--- config.mk ---
export PLATFORM = sky130hd
export DESIGN_NAME = spi_device
export DESIGN_NICKNAME = d
export VERILOG_FILES = /design/src/rtl/spi_device_pkg.sv /design/src/rtl/spi_device_synchronizer.sv /design/src/rtl/spi_device.sv
export SDC_FILE = /design/constraint.sdc
export NUM_CORES = 1
export LEC_CHECK = 0
export ABC_AREA = 1
export CORE_ASPECT_RATIO = 0.9
export CORE_MARGIN = 3
export CORE_UTILIZATION = 49
export DETAILED_ROUTE_END_ITERATION = 7
export GPL_TIMING_DRIVEN = 0
export PLACE_DENSITY = 0.76
export SYNTH_ARGS = -nofsm -noshare
export SYNTH_HDL_FRONTEND = slang
export SYNTH_SLANG_ARGS = --single-unit
--- constraint.sdc ---
create_clock -name clk -period 1.5 [get_ports clk]
set_input_delay 0.225 -clock clk [delete_from_list [all_inputs] [get_ports clk]]
set_output_delay 0.225 -clock clk [all_outputs]
set_load 0.01 [all_outputs]
--- src/rtl/spi_device_pkg.sv ---
// spi_device_pkg: shared SPI frame constants and byte type for the spi_device slice
package spi_device_pkg;
  localparam int SPI_FRAME_BITS = 8;
  localparam logic [1:0] SPI_MODE = 2'b00;
  localparam int SPI_CNT_W = $clog2(SPI_FRAME_BITS);
  typedef logic [SPI_FRAME_BITS-1:0] spi_byte_t;
endpackage

--- src/rtl/spi_device_synchronizer.sv ---
// spi_device_synchronizer: STAGES-deep flop synchronizer (clk, reset, i_d async in, o_q synced out, RST_VAL on reset)
module spi_device_synchronizer #(
  parameter int WIDTH = 1,
  parameter int STAGES = 2,
  parameter logic [WIDTH-1:0] RST_VAL = '0
) (
  input  logic             clk,
  input  logic             reset,
  input  logic [WIDTH-1:0] i_d,
  output logic [WIDTH-1:0] o_q
);
  logic [STAGES-1:0][WIDTH-1:0] r_sync;
  always_ff @(posedge clk)
    if (reset) r_sync <= {STAGES{RST_VAL}};
    else r_sync <= {r_sync[STAGES-2:0], i_d};
  assign o_q = r_sync[STAGES-1];
endmodule

--- src/rtl/spi_device.sv ---
// spi_device: SPI mode-0 byte device (raw sck/cs_n/copi pins in, cipo/oe/cs out, rx byte+strobe out, tx byte+strobe in)
module spi_device
  import spi_device_pkg::*;
#(
  parameter int SYNC_STAGES = 2
) (
  input  logic                      clk,
  input  logic                      reset,
  input  logic                      spi_sck_pin,
  input  logic                      spi_cs_n_pin,
  input  logic                      spi_copi_pin,
  output logic                      spi_cipo,
  output logic                      spi_cipo_oe,
  output logic                      spi_cs,
  output logic [SPI_FRAME_BITS-1:0] spi_rx_data,
  output logic                      spi_rx_strobe,
  input  logic [SPI_FRAME_BITS-1:0] spi_tx_data,
  input  logic                      spi_tx_strobe
);
  logic w_sck, w_cs_n, w_copi, w_active, w_wrap, w_load_now;
  logic r_sck_d, r_rise, r_fall, r_copi, r_armed, r_pending;
  logic [SYNC_STAGES-1:0] r_settle;
  logic [SPI_CNT_W-1:0] r_bit_count;
  logic [SPI_FRAME_BITS-2:0] r_rx_shift;
  spi_byte_t r_tx_shift, r_pend_data;
  spi_device_synchronizer #(
    .WIDTH(3),
    .STAGES(SYNC_STAGES),
    .RST_VAL(3'b010)
  ) u_sync (
    .clk(clk),
    .reset(reset),
    .i_d({spi_sck_pin, spi_cs_n_pin, spi_copi_pin}),
    .o_q({w_sck, w_cs_n, w_copi})
  );
  assign w_active = r_armed & ~w_cs_n;
  assign w_wrap = r_rise & (r_bit_count == '1);
  assign w_load_now = spi_tx_strobe & ((r_bit_count == '0) | w_wrap);
  assign spi_cs = w_cs_n;
  assign spi_cipo_oe = ~w_cs_n;
  assign spi_cipo = ~w_cs_n & r_tx_shift[SPI_FRAME_BITS-1];
  always_ff @(posedge clk) begin
    if (reset) begin
      r_sck_d <= 1'b0;
      r_rise <= 1'b0;
      r_fall <= 1'b0;
      r_copi <= 1'b0;
      r_settle <= '0;
      r_armed <= 1'b0;
      r_bit_count <= '0;
      r_rx_shift <= '0;
      r_tx_shift <= '0;
      r_pend_data <= '0;
      r_pending <= 1'b0;
      spi_rx_data <= '0;
      spi_rx_strobe <= 1'b0;
    end else begin
      r_sck_d <= w_sck;
      r_rise <= w_sck & ~r_sck_d;
      r_fall <= ~w_sck & r_sck_d;
      r_copi <= w_copi;
      r_settle <= {r_settle[SYNC_STAGES-2:0], 1'b1};
      r_armed <= r_armed | (r_settle[SYNC_STAGES-1] & w_cs_n);
      spi_rx_strobe <= w_active & w_wrap;
      if (w_active & w_wrap) spi_rx_data <= {r_rx_shift, r_copi};
      if (!w_active) begin
        r_bit_count <= '0;
        r_rx_shift <= '0;
        r_tx_shift <= '0;
        r_pending <= 1'b0;
      end else begin
        if (r_rise) begin
          r_rx_shift <= {r_rx_shift[SPI_FRAME_BITS-3:0], r_copi};
          r_bit_count <= r_bit_count + 1'b1;
        end
        if (w_load_now) begin
          r_tx_shift <= spi_tx_data;
          r_pending <= 1'b0;
        end else if (w_wrap) begin
          r_tx_shift <= r_pending ? r_pend_data : '0;
          r_pending <= 1'b0;
        end else begin
          if (r_fall && r_bit_count != '0) r_tx_shift <= {r_tx_shift[SPI_FRAME_BITS-2:0], 1'b0};
          if (spi_tx_strobe) begin
            r_pend_data <= spi_tx_data;
            r_pending <= 1'b1;
          end
        end
      end
    end
  end
endmodule

### Word level (Yosys, flattened, before mapping)

Index checks and enable logic that the tools add are counted.

* $add $sub $neg: 1
* equal/unequal tests: 1
* mux-type cells: 5
* bitwise logic cells: 16
* reduce and logical (&&, ||, !) cells: 7

Operators by type and width (count)
* 8-bit 2-to-1 mux: 4
* 1-bit AND: 8
* 1-bit inverter: 6
* 3-bit nonzero test: 2
* 4-bit AND reduction: 1
* 4-bit OR reduction: 1
* 3-bit by 1-bit adder with 3-bit output (second input constant): 1
* 3-bit equality test (second input constant): 1
* 3-bit logical NOT: 1
* 1-bit bitwise OR: 2
* 2-bit OR reduction: 1
* 1-bit logical AND: 1
* 1-bit 2-to-1 mux: 1

* register bits after elaboration: 49
* output and inout port bits: 12
* word-level logic and storage cells: 46

### Logic depth before layout (Yosys ltp)

Gate-level depths: netlist of run 1.

* depth after elaboration: 6
* depth in mapped cells: 10
* depth with buffers taken out: 9

### By module

Synthesis of run 1 repeated with hierarchy kept, for this count alone.

* cells, all modules: 298
* area, all modules: 2085.8 um^2

By module, submodules not included
* spi_device: instances 1, cells each 276, area each 1894.3 um^2
* spi_device_synchronizer: instances 1, cells each 22, area each 191.4 um^2

### Worst setup path after synthesis of run 1

No wires, ideal clock.

* kind: register -> register
* from: register r_bit_count[0]
* to: register r_pend_data[6]
* library setup time: 113 ps
* arrival: 1412 ps
* path slack: -25 ps
* cell stages (with the launch flop): 10
* clock period less this slack: 1525 ps
* cell sequence: dfxtp_1 > ha_1 > ha_1 > nand2_4 > nand2_4 > nor3_4 > buf_6 > nand2_1 > nand2_1 > nor2_1

* word-level cells in the longest chain between the ends: 6
* elaborated cells between the ends (all ways): 8
* those cells by class: eq/ne (1); bitwise (5); reduce/logical (2)

RTL lines
* from (decl): line spi_device.sv:23 `logic [SPI_CNT_W-1:0] r_bit_count;`
* from (signal assigned): line spi_device.sv:74 `r_bit_count <= r_bit_count + 1'b1;`
* 3-bit equality test: line spi_device.sv:37 `assign w_wrap = r_rise & (r_bit_count == '1);`
* 1-bit AND: line spi_device.sv:37
* 1-bit bitwise OR: line spi_device.sv:38 `assign w_load_now = spi_tx_strobe & ((r_bit_count == '0) | w_wrap);`
* 1-bit AND: line spi_device.sv:38
* 1-bit inverter (no source line)
* 4-bit AND reduction (no source line) (*)
* to (signal assigned): line spi_device.sv:85 `r_pend_data <= spi_tx_data;`
* to (decl): line spi_device.sv:25 `spi_byte_t r_tx_shift, r_pend_data;`

Every way passes the cells marked *; elsewhere a longest branch is shown, timed or not.
A chain may end at the register's enable or synchronous reset.

### Final worst setup path of run 1

* from: register r_bit_count[1]
* to: register spi_rx_data[3]

* word-level cells in the longest chain between the ends: 3

RTL lines
* 3-bit equality test: line spi_device.sv:37
* 1-bit AND: line spi_device.sv:37
* 1-bit AND: line spi_device.sv:65 `if (w_active & w_wrap) spi_rx_data <= {r_rx_shift, r_copi};`
* to (signal assigned): line spi_device.sv:65
* to (decl): line spi_device.sv:15 `output logic [SPI_FRAME_BITS-1:0] spi_rx_data,`

Every way passes these cells.

==> flow_summary.toml, run 1 <==
[finish]
drive_above_1_share = 0.136
n_antenna_cell = 0
area_growth_syn_to_layout_pct = 27.8
fin_util = 0.673
final_area_um2 = 2600
nNetsFinal = 347
fin_cells = 377

[clocking]
cts_tree = "built"
htree_levels = 2
numCtsBuffers = 5
clock_sink_count = 49
clockBufferDepth = 2
clkTransAtPathRegs_ns = 0.09
cts_root_buffer = "clkbuf_8"
clkLatencyLatePin_ns = 0.30

[drt]
drc = 0
drt_pass1_iterations = 4
ant_nets = 0
wirelength_um = 4310
wl_per_cell_um = 11.4
vias = 1767
drt_iter0_markers = 154
routed_via_density = 4.69

[critical_path]
crit_family = "simple AND/OR/NAND/NOR gates"
reg2reg_depth = 7
crit_buf_inv = 1
crit_cells = 7
end_kind = "flop"
worst-setup-path-type = "flop to flop"
cp_max_fo = 8
slowest_delay_ns = 0.37
crit_arrival_ns = 1.74
crit_required_ns = 1.70
slowest_stage = "dfxtp_2"
critPathLaunchType = "flop"
worstPathCellList = "ha_4, ha_4, nand2_8, nor2_4, clkinvlp_4, nor2_1, nor2_1"

[yosys]
synth_fa_ha_area_frac = 0.0185
yosys.area.top_type_share = 0.482
yosysSeqAreaShare = 0.482
ys_ff_latch = 49
syn_avg_cell_area_um2 = 7.02
synth_largest_area_cell = "dfxtp_1"
syn_area_um2 = 2030
synthMuxAreaShare = 0
synthesis.nets = 307
synthSimpleGateAreaFrac = 0.342
syn_inst = 290
yosysWarnings = 0
synth_compound_area_frac = 0.0707
synthDistinctLibCells = 23
synth_top_family_by_area = "simple AND/OR/NAND/NOR gates"
synth_xor_area_frac = 0
netlist_top_cells_area = "dfxtp_1 48%, nand2_1 14%, nor2_1 11%"

[placed_design]
portBuffers = 25
placed_cell_area_um2 = 2370
gp_congestion = 0.798
place_hpwl_um = 2980
place_inst = 361

[global_routing]
grt.overflow.total = 0
grt_max_degree = 17
antenna_found_initial = 0
grt_first_pass_wirelength_um = 7300
grt_pass1_vias = 1526
grt.total_usage = 0.193

[power]
power_density_nw_per_um2 = 858
p_leak_nw = 1.12
pwr-share-comb = 0.061
ir_drop_v = 0.000688
sw_frac_of_total = 0.234
p_clk_frac = 0.346
seqPwrFrac = 0.593
p_int_mw = 1.71
power_switching_uw = 522

[timing]
max-slew-margin-rel = 0.707
finalMaxSlewViolations = 0
period_share = 1.03
fin_skew_ns = 0.00462
fin_crit_ns = 1.54
tightest_slew_ns = 0.439
grt_setup_unrepaired = "true"
fmax_ghz = 0.650
setup_viol_count_final = 4
finalHoldViolCount = 0
worst_slack_ns = -0.0385

[floorplanning]
dieHeight_um = 67.1
initial_core_util = 0.527
core_area_um2 = 3860
rows = 21
io_pins = 26
die_area_um2 = 4960
die_x_um = 73.9

[run]
max-cap-violations = 0

[hold_path]
hold_path.class = "flop to flop"
hold_depth = 2

[outcome]
violations = "setup timing"
status = "finished with violations"
==> metrics by stage <==
stage | hold WS, ns | power, mW | setup TNS, ns | setup WS [ns]
floorplan | 0.329 | 1.42 | -0.00574 | -0.00287
global placement | 0.389 | 1.48 | -1.96 | -0.159
detailed placement | 0.395 | 1.49 | -2.03 | -0.161
CTS | 0.405 | 2.25 | 0 | 0.00780
global route | 0.398 | 2.33 | -1.37 | -0.103
finish | 0.404 | 2.23 | -0.0562 | -0.0385
==> state kept, by name, indices dropped and copies added, names as in the netlist, 2 cells and up <==
| signal | count |
|---|---|
| u_sync.o_q | 3 |
| spi_rx_data | 8 |
| r_rx_shift | 7 |
| r_tx_shift | 8 |
| r_pend_data | 8 |
| r_settle | 2 |
| u_sync.r_sync | 3 |
| r_bit_count | 3 |
==> metal layers <==
metal,part of all wire,track usage
met1,0.54,0.298
met2,0.41,0.257
met3,0.043,0.0446
met4,0.011,0.0679
met5,0,0
==> cell usage in the layout (no fill, tap or decap), drive strengths merged <==
cell,synthesis,layout
nand2,81,82
nor2,63,63
dfxtp,49,49
inv,35,35
clkdlybuf4s50,0,23
nand3,16,16
o21ai,16,16
a21oi,12,12
buf,5,12
clkbuf,3,8
ha,3,3
nor3,3,3
clkinvlp,0,2
or2,2,2
dlygate4sd2,0,2
clkinv,1,2
nand4,1,1
==> cells by family (layout without fill, tap and decap cells) <==
kind of cell	Yosys count	in the layout
AND/OR/NAND/NOR	166	167
adder cells (fa/ha/maj)	3	3
flip-flops	49	49
buffers and inverters	44	84
AO/OA/AOI/OAI	28	28
==> cells in the mapped netlist, drive strengths merged <==
master / number
inv: 35
dfxtp: 49
o21ai: 16
clkinv: 1
nor3: 3
nand3: 16
or2: 2
nand2: 81
a21oi: 12
clkbuf: 3
ha: 3
nand4: 1
buf: 5
nor2: 63
==> worst reg2reg max path, cell delays in order (launching register included) <==
cell and delay [ns]:
dfxtp_2 0.37, ha_4 0.15, ha_4 0.16, nand2_8 0.08, nor2_4 0.19, clkinvlp_4 0.23, nor2_1 0.19, nor2_1 0.06
==> layout make-up <==
type                            instances  area, um^2
Clock inverter                          3        21.3
Sequential cell                        49         987
Tap cell                               46        57.6
Inverter                               36         139
Timing Repair Buffer                   32         300
Fill cell                             344        1260
Multi-Input combinational cell        198         978
Buffer                                  8        47.5
Clock buffer                            5        68.8
==> final timing paths <==
path,from,end,slack [ns]
setup / recovery,r_bit_count[1],spi_rx_data[3],-0.04
setup reg to reg,r_bit_count[1],spi_rx_data[3],-0.04
hold / removal,r_settle[0],r_settle[1],0.40
hold reg to reg,r_settle[0],r_settle[1],0.40
==> what timing repair did <==
item                                    CTS  global route
hold buffers                              0             0
setup buffers                             4             2
endpoints found under the setup margin   20            25
gates resized for setup                   8            17
pin swaps                                 2             1
cloned                                    2             0
hold endpoints to repair                  0             0
==> power groups by stage <==
stage,combinational [mW],clock (mW),sequential (mW)
finish,0.137,0.772,1.32
global route,0.157,0.853,1.32
CTS,0.133,0.791,1.32
detailed placement,0.133,0,1.35
global placement,0.132,0,1.35
floorplan,0.0730,0,1.35
(Power assumes the default switching activity.)
==> run 2, diff against run 1 <==
--- a/config.mk
+++ b/config.mk
@@ -9,9 +9,11 @@
 export CORE_ASPECT_RATIO = 0.9
 export CORE_MARGIN = 3
 export CORE_UTILIZATION = 49
+export CTS_BUF_LIST = sky130_fd_sc_hd__clkbuf_16
 export DETAILED_ROUTE_END_ITERATION = 7
 export GPL_TIMING_DRIVEN = 0
-export PLACE_DENSITY = 0.76
+export PLACE_DENSITY = 0.75
+export SKIP_CTS_REPAIR_TIMING = 1
 export SYNTH_ARGS = -nofsm -noshare
 export SYNTH_HDL_FRONTEND = slang
 export SYNTH_SLANG_ARGS = --single-unit
==> run 2 against run 1 <==
Net effect: the flow still finishes with violations (setup timing); critical path type unchanged; largest power group unchanged; worst hold slack worse by 0.0023 ns; first-iteration DRC count rose by 12%; worst setup slack better by 0.0049 ns.
==> flow_summary.toml, run 2 (synthesis gave the netlist of run 1 again) <==
[power]
power_density_nw_per_um2 = 951
ir_drop_v = 0.000738
p_leak_nw = 1.15

[timing]
finalHoldViolCount = 0
worst_hold_slack_ns = 0.402
finalMaxSlewViolations = 0
max-slew-margin-rel = 0.728
period_share = 1.02
worst_slack_ns = -0.0337
fin_crit_ns = 1.53
grt_setup_unrepaired = "true"
fin_skew_ns = 0.00428
setup_viol_count_final = 9
tightest_slew_ns = 0.407
fmax_ghz = 0.652

[drt]
drt_iter0_markers = 172
wirelength_um = 4500
ant_nets = 0
vias = 1808
wl_per_cell_um = 12.0
routed_via_density = 4.83
dr.max_layer_used = "met4"
routed-wl-met2_um = 1950
drc = 0
drt-met1-wl_um = 2240
drt_pass1_iterations = 4
route.met3.wl_um = 278

[outcome]
violations = "setup timing"
status = "finished with violations"

[clocking]
numCtsBuffers = 5
cts_tree = "built"
clockBufferDepth = 2
clkTransAtPathRegs_ns = 0.06
cts_root_buffer = "clkbuf_16"
htree_levels = 2
clock_sink_count = 49
clkLatencyLatePin_ns = 0.28

[finish]
nNetsFinal = 346
final_common_cell = "nand2_1"
mostFrequentLayoutCells = "73 x nand2_1, 60 x nor2_1, 46 x dfxtp_1"
largestRegisters = "r_pend_data x8, r_tx_shift x8, spi_rx_data x8"
fin_cells = 374
final_area_um2 = 2620
drive_above_1_share = 0.125
n_antenna_cell = 0
area_growth_syn_to_layout_pct = 28.8
fin_util = 0.678

[critical_path]
crit_required_ns = 1.68
crit_arrival_ns = 1.71
worst-setup-path-type = "flop to flop"
end_kind = "flop"
r2r_slack_ns = -0.03
cp_max_fo = 6
critPathLaunchType = "flop"

[global_routing]
grt_max_degree = 14
grt.overflow.total = 0
antenna_found_initial = 0
grt.total_usage = 0.187
grt_pass1_vias = 1513
grt_first_pass_wirelength_um = 7090

[floorplanning]
dieHeight_um = 67.1
die_x_um = 73.9
io_pins = 26
core_area_um2 = 3860
die_area_um2 = 4960
initial_core_util = 0.527
rows = 21

[run]
max-cap-violations = 0

[placed_design]
place_inst = 361
place_hpwl_um = 3000
placed_cell_area_um2 = 2370
gp_congestion = 0.782
portBuffers = 25

[hold_path]
hold_path.class = "flop to flop"
run 2: cell types whose count changed in the layout (fill, tap and decap cells not counted), sizes merged:
cell           previous run  this run
clkinvlp                  2         0
buf                      12        10
clkdlybuf4s50            23        24
dlygate4sd2               2         0
dlymetal6s2s              0         1
clkbuf                    8         9
run 2: final cells by class:
| type | count | area (um^2) |
|---|---|---|
| fillers | 321 | 1240 |
| flip-flops and latches | 49 | 987 |
| multi-input cells | 198 | 963 |
| repair buffers | 31 | 302 |
| inverters | 36 | 135 |
| clock buffers | 5 | 125 |
| well taps | 46 | 57.6 |
| plain buffers | 8 | 45.0 |
| clock inverters | 1 | 5.00 |
run 2: worst max-delay path, stage by stage (launching register included):
cell,delay [ns]
dfxtp_4,0.36
ha_4,0.16
ha_4,0.19
nand2_8,0.09
nand2_8,0.07
nor3_4,0.26
buf_4,0.17
nand2_1,0.04
nand2_1,0.06
nor2_1,0.04
run 2: power by group:
part | total [mW] | internal [mW] | switching [mW]
registers | 1.32 | 1.32 | 0.00848
clock network | 1.03 | 0.595 | 0.431
logic | 0.142 | 0.0655 | 0.0761
run 2: stage by stage:
stage | power [mW] | setup WS [ns] | setup TNS (ns)
final | 2.49 | -0.0337 | -0.195
after detailed placement | 1.49 | -0.180 | -2.20
after global placement | 1.48 | -0.175 | -2.10
after global routing | 2.57 | -0.117 | -1.12
after CTS | 2.50 | -0.204 | -1.55
after floorplan | 1.42 | -0.00287 | -0.00574
run 2: path summary, 6_finish.rpt:
| path | startpoint | endpoint | cells after the start |
|---|---|---|---|
| min reg2reg | u_sync.r_sync[0] | u_sync.o_q[0] | 2 |
| max | r_bit_count[0] | r_pend_data[0] | 9 |
| min | u_sync.r_sync[0] | u_sync.o_q[0] | 2 |
| max reg2reg | r_bit_count[0] | r_pend_data[0] | 9 |
run 2: routing by layer:
metal | GRT usage | vias up
met4 | 0.0543 | 0
met3 | 0.0446 | 4
met1 | 0.290 | 788
met2 | 0.252 | 51
li1 | - | 965
met5 | 0 | -
==> run 3, diff against run 2 <==
--- a/config.mk
+++ b/config.mk
@@ -6,6 +6,7 @@
 export NUM_CORES = 1
 export LEC_CHECK = 0
 export ABC_AREA = 1
+export ABC_CLOCK_PERIOD_IN_PS = 1500
 export CORE_ASPECT_RATIO = 0.9
 export CORE_MARGIN = 3
 export CORE_UTILIZATION = 49
==> results of run 3 <==
Final layout, timing and power as in run 2 (identical DEF).
